File: config.mk
export PLATFORM = sky130hd
export DESIGN_NAME = id_ex_reg
export DESIGN_NICKNAME = d
export VERILOG_FILES = /design/src/rtl/riscv_pkg.sv /design/src/rtl/load_use_detect.sv /design/src/rtl/id_ex_reg.sv
export SDC_FILE = /design/constraint.sdc
export NUM_CORES = 1
export LEC_CHECK = 0
export ABC_CLOCK_PERIOD_IN_PS = 1750
export BUFFER_PORTS_ARGS = -buffer_cell sky130_fd_sc_hd__buf_4
export CAP_MARGIN = 20
export CORE_MARGIN = 2
export CORE_UTILIZATION = 42
export DETAILED_ROUTE_END_ITERATION = 10
export HOLD_SLACK_MARGIN = 0.02
export PLACE_DENSITY = 0.86
export SKIP_LAST_GASP = 1
export SLEW_MARGIN = 25
export SYNTH_ARGS = -nofsm -noshare
export SYNTH_HDL_FRONTEND = slang
export SYNTH_SLANG_ARGS = --single-unit
File: constraint.sdc
create_clock -name clk -period 1.75 [get_ports clk]
set_clock_uncertainty 0.1 [all_clocks]
set_input_delay 0.35 -clock clk [delete_from_list [all_inputs] [get_ports clk]]
set_output_delay 0.35 -clock clk [all_outputs]
set_load 0.1 [all_outputs]
File: src/rtl/riscv_pkg.sv
// Shared pipeline constants, ALU op encoding and the ID/EX control bundle.
package riscv_pkg;

    localparam int unsigned XLEN       = 32;
    localparam int unsigned REG_ADDR_W = 5;
    localparam int unsigned ALU_OP_W   = 3;

    typedef enum logic [ALU_OP_W-1:0] {
        AluAdd = 3'd0,
        AluSub = 3'd1,
        AluAnd = 3'd2,
        AluOr  = 3'd3,
        AluXor = 3'd4,
        AluSlt = 3'd5,
        AluSll = 3'd6,
        AluSrl = 3'd7
    } alu_op_e;

    typedef struct packed {
        logic                ex_alu_src;
        logic [ALU_OP_W-1:0] ex_alu_op;
        logic                mem_mem_write;
        logic                mem_mem_read;
        logic                mem_branch_inst;
        logic                wb_write_mem_to_reg;
        logic                wb_write_enable;
    } ctrl_t;

    localparam ctrl_t CTRL_NOP = '0;

endpackage

File: src/rtl/load_use_detect.sv
// Load-use hazard compare between the load held in EX and the instruction in decode.
module load_use_detect #(
    parameter int unsigned REG_ADDR_W = 5
) (
    input  logic                  ex_valid_i,
    input  logic                  ex_mem_read_i,
    input  logic [REG_ADDR_W-1:0] ex_rd_i,
    input  logic                  id_valid_i,
    input  logic [REG_ADDR_W-1:0] id_rs1_i,
    input  logic [REG_ADDR_W-1:0] id_rs2_i,
    output logic                  hazard_o
);

    // Both sources compared whatever the format; x0 never matches since rd must be non-zero.
    assign hazard_o = ex_valid_i & ex_mem_read_i & (ex_rd_i != '0) & id_valid_i &
                      ((ex_rd_i == id_rs1_i) | (ex_rd_i == id_rs2_i));

endmodule

File: src/rtl/id_ex_reg.sv
// ID/EX pipeline register with load-use bubble insertion, hold and flush.
// Define ID_EX_PERF_CNT_EN to add out_bubble_cnt (hazard bubble counter).
module id_ex_reg #(
    parameter int unsigned XLEN       = riscv_pkg::XLEN,
    parameter int unsigned REG_ADDR_W = riscv_pkg::REG_ADDR_W
) (
    input  logic                          clk,
    input  logic                          reset,
    input  logic                          in_valid,
    input  logic                          in_stall,
    input  logic                          in_flush,
    input  logic                          in_EX_alu_src,
    input  logic [riscv_pkg::ALU_OP_W-1:0] in_EX_alu_op,
    input  logic                          in_MEM_mem_write,
    input  logic                          in_MEM_mem_read,
    input  logic                          in_MEM_branch_inst,
    input  logic                          in_WB_write_mem_to_reg,
    input  logic                          in_WB_write_enable,
    input  logic [XLEN-1:0]               in_pc,
    input  logic [XLEN-1:0]               in_rs1_data,
    input  logic [XLEN-1:0]               in_rs2_data,
    input  logic [XLEN-1:0]               in_imm,
    input  logic [REG_ADDR_W-1:0]         in_rs1,
    input  logic [REG_ADDR_W-1:0]         in_rs2,
    input  logic [REG_ADDR_W-1:0]         in_rd,
    output logic                          out_valid,
    output logic                          out_EX_alu_src,
    output logic [riscv_pkg::ALU_OP_W-1:0] out_EX_alu_op,
    output logic                          out_MEM_mem_write,
    output logic                          out_MEM_mem_read,
    output logic                          out_MEM_branch_inst,
    output logic                          out_WB_write_mem_to_reg,
    output logic                          out_WB_write_enable,
    output logic [XLEN-1:0]               out_pc,
    output logic [XLEN-1:0]               out_rs1_data,
    output logic [XLEN-1:0]               out_rs2_data,
    output logic [XLEN-1:0]               out_imm,
    output logic [REG_ADDR_W-1:0]         out_rs1,
    output logic [REG_ADDR_W-1:0]         out_rs2,
    output logic [REG_ADDR_W-1:0]         out_rd,
`ifdef ID_EX_PERF_CNT_EN
    output logic [31:0]                   out_bubble_cnt,
`endif
    output logic                          out_id_stall
);

    import riscv_pkg::ctrl_t;
    import riscv_pkg::CTRL_NOP;

    logic                  valid_q, valid_d;
    ctrl_t                 ctrl_q, ctrl_d, ctrl_in;
    logic [XLEN-1:0]       pc_q, pc_d, rs1_data_q, rs1_data_d;
    logic [XLEN-1:0]       rs2_data_q, rs2_data_d, imm_q, imm_d;
    logic [REG_ADDR_W-1:0] rs1_q, rs1_d, rs2_q, rs2_d, rd_q, rd_d;
    logic                  hazard;

    assign ctrl_in = '{
        ex_alu_src:          in_EX_alu_src,
        ex_alu_op:           in_EX_alu_op,
        mem_mem_write:       in_MEM_mem_write,
        mem_mem_read:        in_MEM_mem_read,
        mem_branch_inst:     in_MEM_branch_inst,
        wb_write_mem_to_reg: in_WB_write_mem_to_reg,
        wb_write_enable:     in_WB_write_enable
    };

    load_use_detect #(
        .REG_ADDR_W(REG_ADDR_W)
    ) u_load_use_detect (
        .ex_valid_i   (valid_q),
        .ex_mem_read_i(ctrl_q.mem_mem_read),
        .ex_rd_i      (rd_q),
        .id_valid_i   (in_valid),
        .id_rs1_i     (in_rs1),
        .id_rs2_i     (in_rs2),
        .hazard_o     (hazard)
    );

    assign out_id_stall = hazard & ~in_flush & ~in_stall;

    always_comb begin
        valid_d    = valid_q;
        ctrl_d     = ctrl_q;
        pc_d       = pc_q;
        rs1_data_d = rs1_data_q;
        rs2_data_d = rs2_data_q;
        imm_d      = imm_q;
        rs1_d      = rs1_q;
        rs2_d      = rs2_q;
        rd_d       = rd_q;
        // Flush beats stall; hazard and empty decode only bubble when not held.
        if (in_flush || (!in_stall && (hazard || !in_valid))) begin
            valid_d    = 1'b0;
            ctrl_d     = CTRL_NOP;
            pc_d       = '0;
            rs1_data_d = '0;
            rs2_data_d = '0;
            imm_d      = '0;
            rs1_d      = '0;
            rs2_d      = '0;
            rd_d       = '0;
        end else if (!in_stall) begin
            valid_d    = 1'b1;
            ctrl_d     = ctrl_in;
            pc_d       = in_pc;
            rs1_data_d = in_rs1_data;
            rs2_data_d = in_rs2_data;
            imm_d      = in_imm;
            rs1_d      = in_rs1;
            rs2_d      = in_rs2;
            rd_d       = in_rd;
        end
    end

    always_ff @(posedge clk) begin
        if (reset) begin
            valid_q    <= 1'b0;
            ctrl_q     <= CTRL_NOP;
            pc_q       <= '0;
            rs1_data_q <= '0;
            rs2_data_q <= '0;
            imm_q      <= '0;
            rs1_q      <= '0;
            rs2_q      <= '0;
            rd_q       <= '0;
        end else begin
            valid_q    <= valid_d;
            ctrl_q     <= ctrl_d;
            pc_q       <= pc_d;
            rs1_data_q <= rs1_data_d;
            rs2_data_q <= rs2_data_d;
            imm_q      <= imm_d;
            rs1_q      <= rs1_d;
            rs2_q      <= rs2_d;
            rd_q       <= rd_d;
        end
    end

`ifdef ID_EX_PERF_CNT_EN
    logic [31:0] bubble_cnt_q, bubble_cnt_d;

    // Only hazard bubbles count, which is exactly when decode is told to stall.
    always_comb begin
        bubble_cnt_d = bubble_cnt_q;
        if (out_id_stall) begin
            bubble_cnt_d = bubble_cnt_q + 32'd1;
        end
    end

    always_ff @(posedge clk) begin
        if (reset) begin
            bubble_cnt_q <= '0;
        end else begin
            bubble_cnt_q <= bubble_cnt_d;
        end
    end

    assign out_bubble_cnt = bubble_cnt_q;
`endif

    assign out_valid               = valid_q;
    assign out_EX_alu_src          = ctrl_q.ex_alu_src;
    assign out_EX_alu_op           = ctrl_q.ex_alu_op;
    assign out_MEM_mem_write       = ctrl_q.mem_mem_write;
    assign out_MEM_mem_read        = ctrl_q.mem_mem_read;
    assign out_MEM_branch_inst     = ctrl_q.mem_branch_inst;
    assign out_WB_write_mem_to_reg = ctrl_q.wb_write_mem_to_reg;
    assign out_WB_write_enable     = ctrl_q.wb_write_enable;
    assign out_pc                  = pc_q;
    assign out_rs1_data            = rs1_data_q;
    assign out_rs2_data            = rs2_data_q;
    assign out_imm                 = imm_q;
    assign out_rs1                 = rs1_q;
    assign out_rs2                 = rs2_q;
    assign out_rd                  = rd_q;

endmodule

==> metrics.cfg, run 1 <==
[worst_hold_path]
hold_path.class=input port to flop
worst_hold_startpoint=in_rs2_data[31]

[timing]
slew-limit-headroom_pct=56.21
min_period_over_period_pct=133.1
timing_worst_slew_pin_value_ns=0.6568
final.setup.worst_slack_ns=-0.5784
hold_slack_ns=0.1628
finalSetupViolations=153
timing.fmax_ghz=0.4295
timing_max_transition_violations_final=0
period_needed_ns=2.328
timing.final.hold_violations=0
tns_ns=-61.12
grt_setup_unrepaired=yes

[placement]
port_buffers=310
gp_congestion=0.8023
dpl.hpwl_um=13670

[outcome]
violations=setup timing
run_status=finished with violations

[pwr]
p_clk_share_pct=36.1
netSwitchingPower_mw=3.156
post-layout-total-power_mw=9.685
netSwitchingFraction_pct=32.58
seqPwrFrac_pct=37.8
pwr_density_cell_mw_per_mm2=866.1
p_leak_nw=4.915
ir_drop_mv=0.6132
p_int_mw=6.529
gate_power_share_pct=26.1

[critical_path]
start_kind=flop
path_max_fanout=3
worst_ep_required_time_ns=1.30
worst_setup_path_startpoint=out_rd[4]
cp-end-kind=output pin
worstPathArrival_ns=1.88
regToRegSetupSlack_ns=-0.49
r2r_start=out_rd[0]
criticalPathCategory=flop to output pin

[clock_network]
htree_num_levels=4
clkSinkCount=153
worst_setup_hold_path_clk_slew_ns=0.07
numCtsBuffers=17
worstSkewPairLatency_ns=0.42
root_buffer=clkbuf_16
tritoncts=done
hold_buffers=0
cts_buffer_depth=2

[floorplan]
num_io_pins=311
die-height_um=129.9
die_w_um=129.9
std_cell_rows=46
design.die.area_sq_mm=0.01686
start_util_pct=42.50
core_area_sq_mm=0.01566

[synthesis]
postSynthRegisterBits=153
avgSynthCellArea_sq_um=12.12
fraction_of_synthesized_cell_area_taken_by_the_top_area_cell_type_pct=46.03
cell_taking_the_most_area_after_synthesis=dfxtp_1
synth_most_common_cell=dfxtp_1
yosys-top-cells-area=dfxtp_1 (46%), mux2i_1 (23%), a211oi_2 (15%)
postSynthNetCount=706
synth_edf_count=0
yosysSeqAreaShare_pct=46.03
post_synth_num_cell_types=22
synth-main-ff-cell=dfxtp_1
async_reset_ff_share_pct=0
combined_area_of_all_synthesized_cells_sq_mm=0.006654
number_of_warnings_issued_by_yosys=0
synth_common_cells=dfxtp_1 (153), mux2i_1 (152), a211oi_2 (80)
post_synth_inst_count=549

[flow_run]
cap_violations=0

[route]
via_per_inst=5.399
initialDrtViolationCount=287
wire_per_inst_um=20.58
drt_wl_total_um=23210
drt-pass1-iter-count=4
drtAntennaViolNets=0
drc=0
detailroute.via_count=6090

[final_layout]
areaGrowthSynthToFinish_pct=68.05
diodes=0
fillers=1054
layout.nets=1056
drive_above_1_share_pct=60.86
fin_util_pct=71.43

[grt]
grt_max_degree=90
grt_first_pass_wirelength_um=34160
first_global_vias=6232
globalRoute.totalOverflow=0
antenna_found_initial=0
grtUsageTotal_pct=26.47

## worst paths after layout
check	endpoint	cells past startpoint
worst max-delay path	out_id_stall	5
worst min-delay path	out_rs2_data[31]	3
worst max register to register	out_rs1_data[7]	13
worst min register to register	out_rs1[4]	2
## power groups by stage
stage / clock network, mW / registers (mW) / logic [mW]
global route: 3.69 / 3.67 / 2.63
detailed placement: 0 / 3.73 / 2.12
finish: 3.49 / 3.66 / 2.53
CTS: 3.52 / 3.66 / 2.48
floorplan: 0 / 4.52 / 0.644
global placement: 0 / 3.73 / 2.10
## cell usage in the layout, fill, tap and decap left out, types with 2 or more instances in the layout
cell type	count
nand2_1	3
xnor2_1	3
dfxtp_2	2
a21oi_4	3
buf_4	332
mux2i_1	152
clkinv_2	2
buf_6	15
a211oi_2	107
clkinvlp_4	4
buf_12	21
buf_16	17
bufbuf_16	2
xnor2_2	7
inv_6	4
a211oi_1	45
clkbuf_16	17
clkinv_1	2
dfxtp_1	146
dfxtp_4	5
buf_8	7
## worst max-delay path, cell delays in order, from the launching register on
cell and delay [ns]:
dfxtp_4 0.36, xnor2_1 0.18, nand2_1 0.12, o22a_1 0.28, nor4_4 0.23, buf_6 0.26
## per-stage QoR
stage,std cells,area [sq um],setup WS (ns)
after floorplan,549,6724,-0.8693
after global placement,1054,9497,-0.2862
after detailed placement,1054,9497,-0.3032
after CTS,1126,11050,-0.5128
after global routing,1128,11180,-0.6571
final,1128,11180,-0.5784
## metal layers
layer  global-route usage [%]  vias to the layer above  part of all wire [%]
met3                    7.462                       51                   7.4
met1                    30.53                     2958                    39
met4                    11.32                        0                   3.1
li1                         -                     2813                     -
met5                        0                        -                     0
met2                    46.04                      268                    50
## cell type report
cell class,count,area (sq um),area share (%)
sequential,153,3084,27.58
multi-input combinational,332,3543,31.69
clock buffer,18,429.2,3.838
timing repair buffer,395,3734,33.39
tap,216,270.3,2.417
clock inverter,14,121.4,1.085
## repair_timing
item                       in CTS  in global routing
pin swaps                      21                  6
resized for setup              57                 32
cloned                         21                  0
setup endpoints to repair     153                154
buffers inserted               21                  3
## kinds of logic (layout without fill, tap and decap cells)
| kind of cell | count (synthesis) | in the layout | share of synthesized area (%) |
|---|---|---|---|
| compound gates | 158 | 160 | 24.09 |
| xor+xnor | 10 | 10 | 1.316 |
| buf+inv | 66 | 427 | 4.927 |
| flops | 153 | 153 | 46.03 |
| mux | 152 | 152 | 22.87 |
| simple gates | 10 | 10 | 0.7711 |
Note: power is estimated with default switching activity, not from simulation.
==> run 2: changes to the inputs <==
- CORE_MARGIN: 2 -> 3
- REMOVE_ABC_BUFFERS: not set -> 1
==> run 2 against run 1 <==
Effect of this change:
- the run still ends with setup timing left
- die area up 3.1%
- clock-buffer cell count grew 1
- via count fell by 3.9%
- global-route usage shrank 2.7 points
- highest routed layer unchanged
==> metrics.cfg, run 2 (synthesis results as in run 1) <==
[outcome]
run_status=finished with violations
violations=setup timing

[timing]
timing.fmax_ghz=0.4317  ; +0.52%
finalSetupViolations=153  ; unchanged
slew-limit-headroom_pct=65.25  ; +9.0 points
timing_worst_slew_pin_value_ns=0.5213  ; -0.1355 ns
min_period_over_period_pct=132.4  ; -0.69 points
final.setup.worst_slack_ns=-0.5663  ; +0.01208 ns
timing_max_transition_violations_final=0  ; unchanged
period_needed_ns=2.316  ; -0.01208 ns
timing.final.hold_violations=0  ; unchanged
grt_setup_unrepaired=yes

[final_layout]
diodes=0  ; unchanged
non_filler_instance_count_after_layout=1096  ; -2.8%
fillers=1067  ; +1.2%
drive_above_1_share_pct=58.87  ; -2.0 points
areaGrowthSynthToFinish_pct=63.18
fin_util_pct=70.64  ; -0.79 points
most-common-layout-cells=buf_4 (331), mux2i_1 (152), dfxtp_1 (148), a211oi_2 (102), a211oi_1 (50)
layout.nets=1029  ; -2.6%
layout_commonest_cell=buf_4

[floorplan]
core_area_sq_mm=0.01537  ; -1.8%
std_cell_rows=45  ; -2.2%
num_io_pins=311  ; unchanged
design.die.area_sq_mm=0.01739  ; +3.1%
die_w_um=131.9  ; +1.5%
die-height_um=131.9  ; +1.5%
start_util_pct=43.29  ; +0.79 points

[route]
via_per_inst=5.339  ; -1.1%
drc=0  ; unchanged
drtAntennaViolNets=0  ; unchanged
wire_per_inst_um=19.64  ; -4.6%
detailroute.via_count=5852  ; -3.9%
drt_wl_total_um=21520  ; -7.3%
initialDrtViolationCount=227  ; -21%
drt-pass1-iter-count=4  ; unchanged

[critical_path]
worstPathArrival_ns=1.87  ; about the same
worst_ep_required_time_ns=1.30  ; about the same
start_kind=flop
criticalPathCategory=flop to output pin
cp-end-kind=output pin
path_max_fanout=4  ; +1

[pwr]
p_clk_share_pct=43.6  ; +7.5 points
netSwitchingPower_mw=3.088  ; -2.2%
gate_power_share_pct=21.8  ; -4.3 points
netSwitchingFraction_pct=29.19  ; -3.4 points
post-layout-total-power_mw=10.58  ; +9.2%
p_int_mw=7.491  ; +15%
seqPwrFrac_pct=34.6  ; -3.2 points
ir_drop_mv=0.7294  ; +19%
p_leak_nw=4.799  ; -2.4%
pwr_density_cell_mw_per_mm2=974.3  ; +12%

[clock_network]
cts_buffer_depth=2  ; unchanged
htree_num_levels=4  ; unchanged
worstSkewPairLatency_ns=0.42  ; about the same
clkSinkCount=153  ; unchanged
numCtsBuffers=17  ; unchanged
worst_setup_hold_path_clk_slew_ns=0.06  ; about the same
root_buffer=clkbuf_16
tritoncts=done

[placement]
dp.cells=1037  ; -1.6%
port_buffers=310  ; unchanged
dpl.hpwl_um=13240  ; -3.1%
gp_congestion=0.8054  ; +0.39%

[flow_run]
cap_violations=0  ; unchanged

[grt]
antenna_found_initial=0  ; unchanged
grtUsageTotal_pct=23.78  ; -2.7 points
globalRoute.totalOverflow=0  ; unchanged
grt_first_pass_wirelength_um=33360  ; -2.3%
first_global_vias=6028  ; -3.3%
grt_max_degree=74  ; -18%

[worst_hold_path]
hold_path.class=input port to flop

==> run 2: cell count changes in the layout (fill, tap and decap cells not counted), moves of 3 or more <==
cell / previous run / this run
buf_16: 17 / 5
buf_6: 15 / 5
bufinv_16: 1 / 8
buf_8: 7 / 1
a211oi_1: 45 / 50
a211oi_2: 107 / 102
bufbuf_16: 2 / 7
buf_12: 21 / 18
clkinvlp_4: 4 / 1
==> run 2: worst paths after layout <==
kind,cells after the start,end,slack (ns),start
min,3,out_pc[28],0.16,in_pc[28]
max reg2reg,7,out_rs2_data[18],-0.45,out_rd[1]
min reg2reg,2,out_imm[13],0.44,out_imm[13]
max,5,out_id_stall,-0.57,out_rd[0]
==> run 2: power groups by stage <==
| stage | clock network (mW) | logic [mW] | registers [mW] |
|---|---|---|---|
| 6_report | 4.61 | 2.30 | 3.66 |
| 5_1_grt | 4.81 | 2.40 | 3.67 |
| 3_3_place_gp | 0 | 2.07 | 3.73 |
| 3_5_place_dp | 0 | 2.09 | 3.73 |
| 4_1_cts | 4.65 | 2.27 | 3.66 |
| 2_1_floorplan | 0 | 0.520 | 4.52 |
==> run 2: timing repair <==
item,4_1_cts,5_1_grt
buffers inserted,9,3
endpoints found under the setup margin,153,154
gates cloned,15,0
pin swaps,7,5
hold buffers,0,0
gates resized for setup,31,25
==> run 2: stage by stage <==
step	worst slack [ns]	hold WS [ns]	setup TNS [ns]	instance area, sq um
global placement	-0.3509	0.4299	-23.81	9368
floorplan	-4.857	0.4690	-736.79	6326
CTS	-0.6266	0.1335	-59.56	10710
finish	-0.5663	0.1570	-54.73	10860
global route	-0.6296	0.1502	-68.88	10860
detailed placement	-0.3586	0.4325	-29.07	9368
==> run 2: final cells by class <==
| type | count | area (sq um) | area share [%] |
|---|---|---|---|
| multi-input cells | 332 | 3483 | 32.08 |
| repair buffers | 368 | 3296 | 30.35 |
| flip-flops and latches | 153 | 3077 | 28.34 |
| clock buffers | 19 | 452.9 | 4.171 |
| clock inverters | 13 | 285.3 | 2.627 |
| well taps | 211 | 264.0 | 2.431 |
==> run 2: critical path: stages (launching register included) <==
cell	delay (ns)
dfxtp_2	0.34
xnor2_1	0.19
nand3_2	0.09
o22a_1	0.25
nor4_2	0.30
buf_6	0.27
==> run 2: routing by layer <==
metal  part of all wire [%]  track usage, %  up-vias
li1                       -               -     2748
met1                     40           27.69     2869
met2                     52           42.02      204
met3                    6.1           6.298       31
met4                    1.9           8.576        0
met5                      0               0        -
==> run 3: changes to the inputs <==
- SETUP_SLACK_MARGIN: not set -> 0.5
==> run 3 against run 2 <==
Effect of this change:
- the run still ends with setup timing left
- core utilization increased by 19 points
- die area unchanged
- combinational power up 25%
- power up 7.4%
- flip-flop and latch count did not move
- critical endpoint unchanged
==> metrics.cfg, run 3 (synthesis results as in run 1) <==
[final_layout]
diodes=0  ; unchanged
fin_area_sq_mm=0.01385  ; +28%
fillers=512  ; -52%
most-common-layout-cells=buf_4 (208), buf_12 (173), mux2i_1 (152), a211oi_2 (144), dfxtp_2 (130)
layout_commonest_cell=buf_4
drive_above_1_share_pct=82.71  ; +24 points
layout.nets=1081  ; +5.1%
fin_util_pct=90.09  ; +19 points
areaGrowthSynthToFinish_pct=108.1

[grt]
globalRoute.totalOverflow=0  ; unchanged
antenna_found_initial=0  ; unchanged
grt_first_pass_wirelength_um=36690  ; +10%
grt_max_degree=74  ; unchanged
first_global_vias=6431  ; +6.7%
grtUsageTotal_pct=26.39  ; +2.6 points

[critical_path]
cp_num_buf_inv=1  ; unchanged
timing.critical_path.max_delay_family=simple AND/OR/NAND/NOR gates
worstPathCellList=xnor2_2 > nand3_1 > o22a_1 > nor4_2 > buf_6
crit_path_top_delay_cell=dfxtp_4
worst_setup_path_startpoint=out_rd[4]
cp-end-kind=output pin
criticalPathCategory=flop to output pin
worst_path_largest_cell_delay_ns=0.37  ; +0.03 ns
start_kind=flop
r2r_start=out_rd[0]
worstPathArrival_ns=1.97  ; +0.10 ns
worst_ep_required_time_ns=1.30  ; about the same
path_max_fanout=3  ; -1

[floorplan]
std_cell_rows=45  ; unchanged
die-height_um=131.9  ; unchanged
num_io_pins=311  ; unchanged
core_area_sq_mm=0.01537  ; unchanged
die_w_um=131.9  ; unchanged
start_util_pct=43.29  ; unchanged
design.die.area_sq_mm=0.01739  ; unchanged

[timing]
min_period_over_period_pct=138.4  ; +6.0 points
hold_slack_ns=0.1725  ; +0.01547 ns
finalSetupViolations=154  ; +0.65%
final.setup.worst_slack_ns=-0.6714  ; -0.1051 ns
timing_worst_slew_pin_value_ns=0.5665  ; +0.04526 ns
timing.final.hold_violations=0  ; unchanged
grt_setup_unrepaired=yes
timing.fmax_ghz=0.4130  ; -4.3%
timing_max_transition_violations_final=0  ; unchanged
slew-limit-headroom_pct=62.23  ; -3.0 points
period_needed_ns=2.421  ; +0.1051 ns

[clock_network]
worstSkewPairLatency_ns=0.44  ; +0.02 ns
cts_buffer_depth=2  ; unchanged
htree_num_levels=4  ; unchanged
clkSinkCount=153  ; unchanged
numCtsBuffers=17  ; unchanged
hold_buffers=0  ; unchanged
worst_setup_hold_path_clk_slew_ns=0.07  ; about the same
tritoncts=done
root_buffer=clkbuf_16

[flow_run]
cap_violations=0  ; unchanged

[placement]
port_buffers=310  ; unchanged
gp_congestion=0.8054  ; unchanged
dpl.hpwl_um=13240  ; unchanged
dpl_worst_slack_ns=-0.3586  ; unchanged
dpl-instance-area_sq_mm=0.009368  ; unchanged

[route]
drt_wl_total_um=32430  ; +51%
wire_per_inst_um=28.25  ; +44%
detailroute.via_count=6733  ; +15%
drc=0  ; unchanged
via_per_inst=5.865  ; +9.8%
detailroute.wirelength.met2_um=17270  ; +54%
met3RoutedLength_um=2027  ; +55%
drtAntennaViolNets=0  ; unchanged
initialDrtViolationCount=479  ; +110%
top_layer=met4
drt-pass1-iter-count=5  ; +1
route.layer.met1.wl_um=11400  ; +32%

[outcome]
violations=setup timing
run_status=finished with violations

[pwr]
pwr_density_cell_mw_per_mm2=820.6  ; -16%
post-layout-total-power_mw=11.36  ; +7.4%
p_leak_nw=5.638  ; +17%
ir_drop_mv=0.7991  ; +9.6%

[worst_hold_path]
worst_hold_startpoint=in_rs1_data[8]
hold_path.class=input port to flop

run 3: changes by cell type in the layout (fill, tap and decap cells not counted), moves of 5 or more:
cell	delta
buf_12	+155
dfxtp_1	-148
dfxtp_2	+128
buf_4	-123
a211oi_1	-49
a211oi_2	+42
dfxtp_4	+20
buf_6	+15
a211oi_4	+7
bufbuf_16	-7
buf_16	+5
clkbuf_16	+5
run 3: power breakdown:
group / internal [mW] / leakage (nW) / switching, mW / total, mW
Clock: 3.07 / 0.357 / 1.69 / 4.76
Sequential: 3.59 / 1.32 / 0.142 / 3.73
Combinational: 1.18 / 3.96 / 1.69 / 2.87
Total: 7.84 / 5.64 / 3.52 / 11.4
run 3: final cells by class:
| cell class | count | area (sq um) | area share, % |
|---|---|---|---|
| Clock inverter | 13 | 285.3 | 2.060 |
| Tap cell | 211 | 264.0 | 1.907 |
| Sequential cell | 153 | 3312 | 23.92 |
| Clock buffer | 19 | 452.9 | 3.271 |
| Timing Repair Buffer | 419 | 5694 | 41.12 |
| Multi-Input combinational cell | 333 | 3839 | 27.72 |
run 3: path summary, 6_finish.rpt:
check / cells past startpoint / end / slack (ns)
hold / removal: 3 / out_rs1_data[8] / 0.17
hold reg to reg: 2 / out_rs2[4] / 0.50
setup / recovery: 5 / out_id_stall / -0.67
setup reg to reg: 8 / out_imm[24] / -0.59
run 3: through the flow:
step	instances	setup TNS [ns]
2_1_floorplan	483	-736.79
3_3_place_gp	1037	-23.81
3_5_place_dp	1037	-29.07
4_1_cts	1105	-60.61
5_1_grt	1148	-75.30
6_report	1148	-69.46
run 3: metal layers:
layer | up-vias | global-route usage (%)
met2 | 405 | 47.26
met3 | 116 | 8.168
met5 | - | 0
met1 | 3358 | 29.18
met4 | 0 | 10.21
li1 | 2854 | -
run 3: what timing repair did:
item	in CTS	in global routing
endpoints found under the setup margin	307	307
pin swaps	7	15
buffers inserted	21	38
cloned	15	5
resized for setup	263	511
run 3: worst register-to-register path, stage by stage (launching register included):
cell       delay [ns]
dfxtp_4          0.37
or4_4            0.57
o211ai_4         0.22
buf_6            0.13
buf_8            0.12
a21oi_4          0.12
buf_6            0.15
clkbuf_16        0.16
a211oi_2         0.27
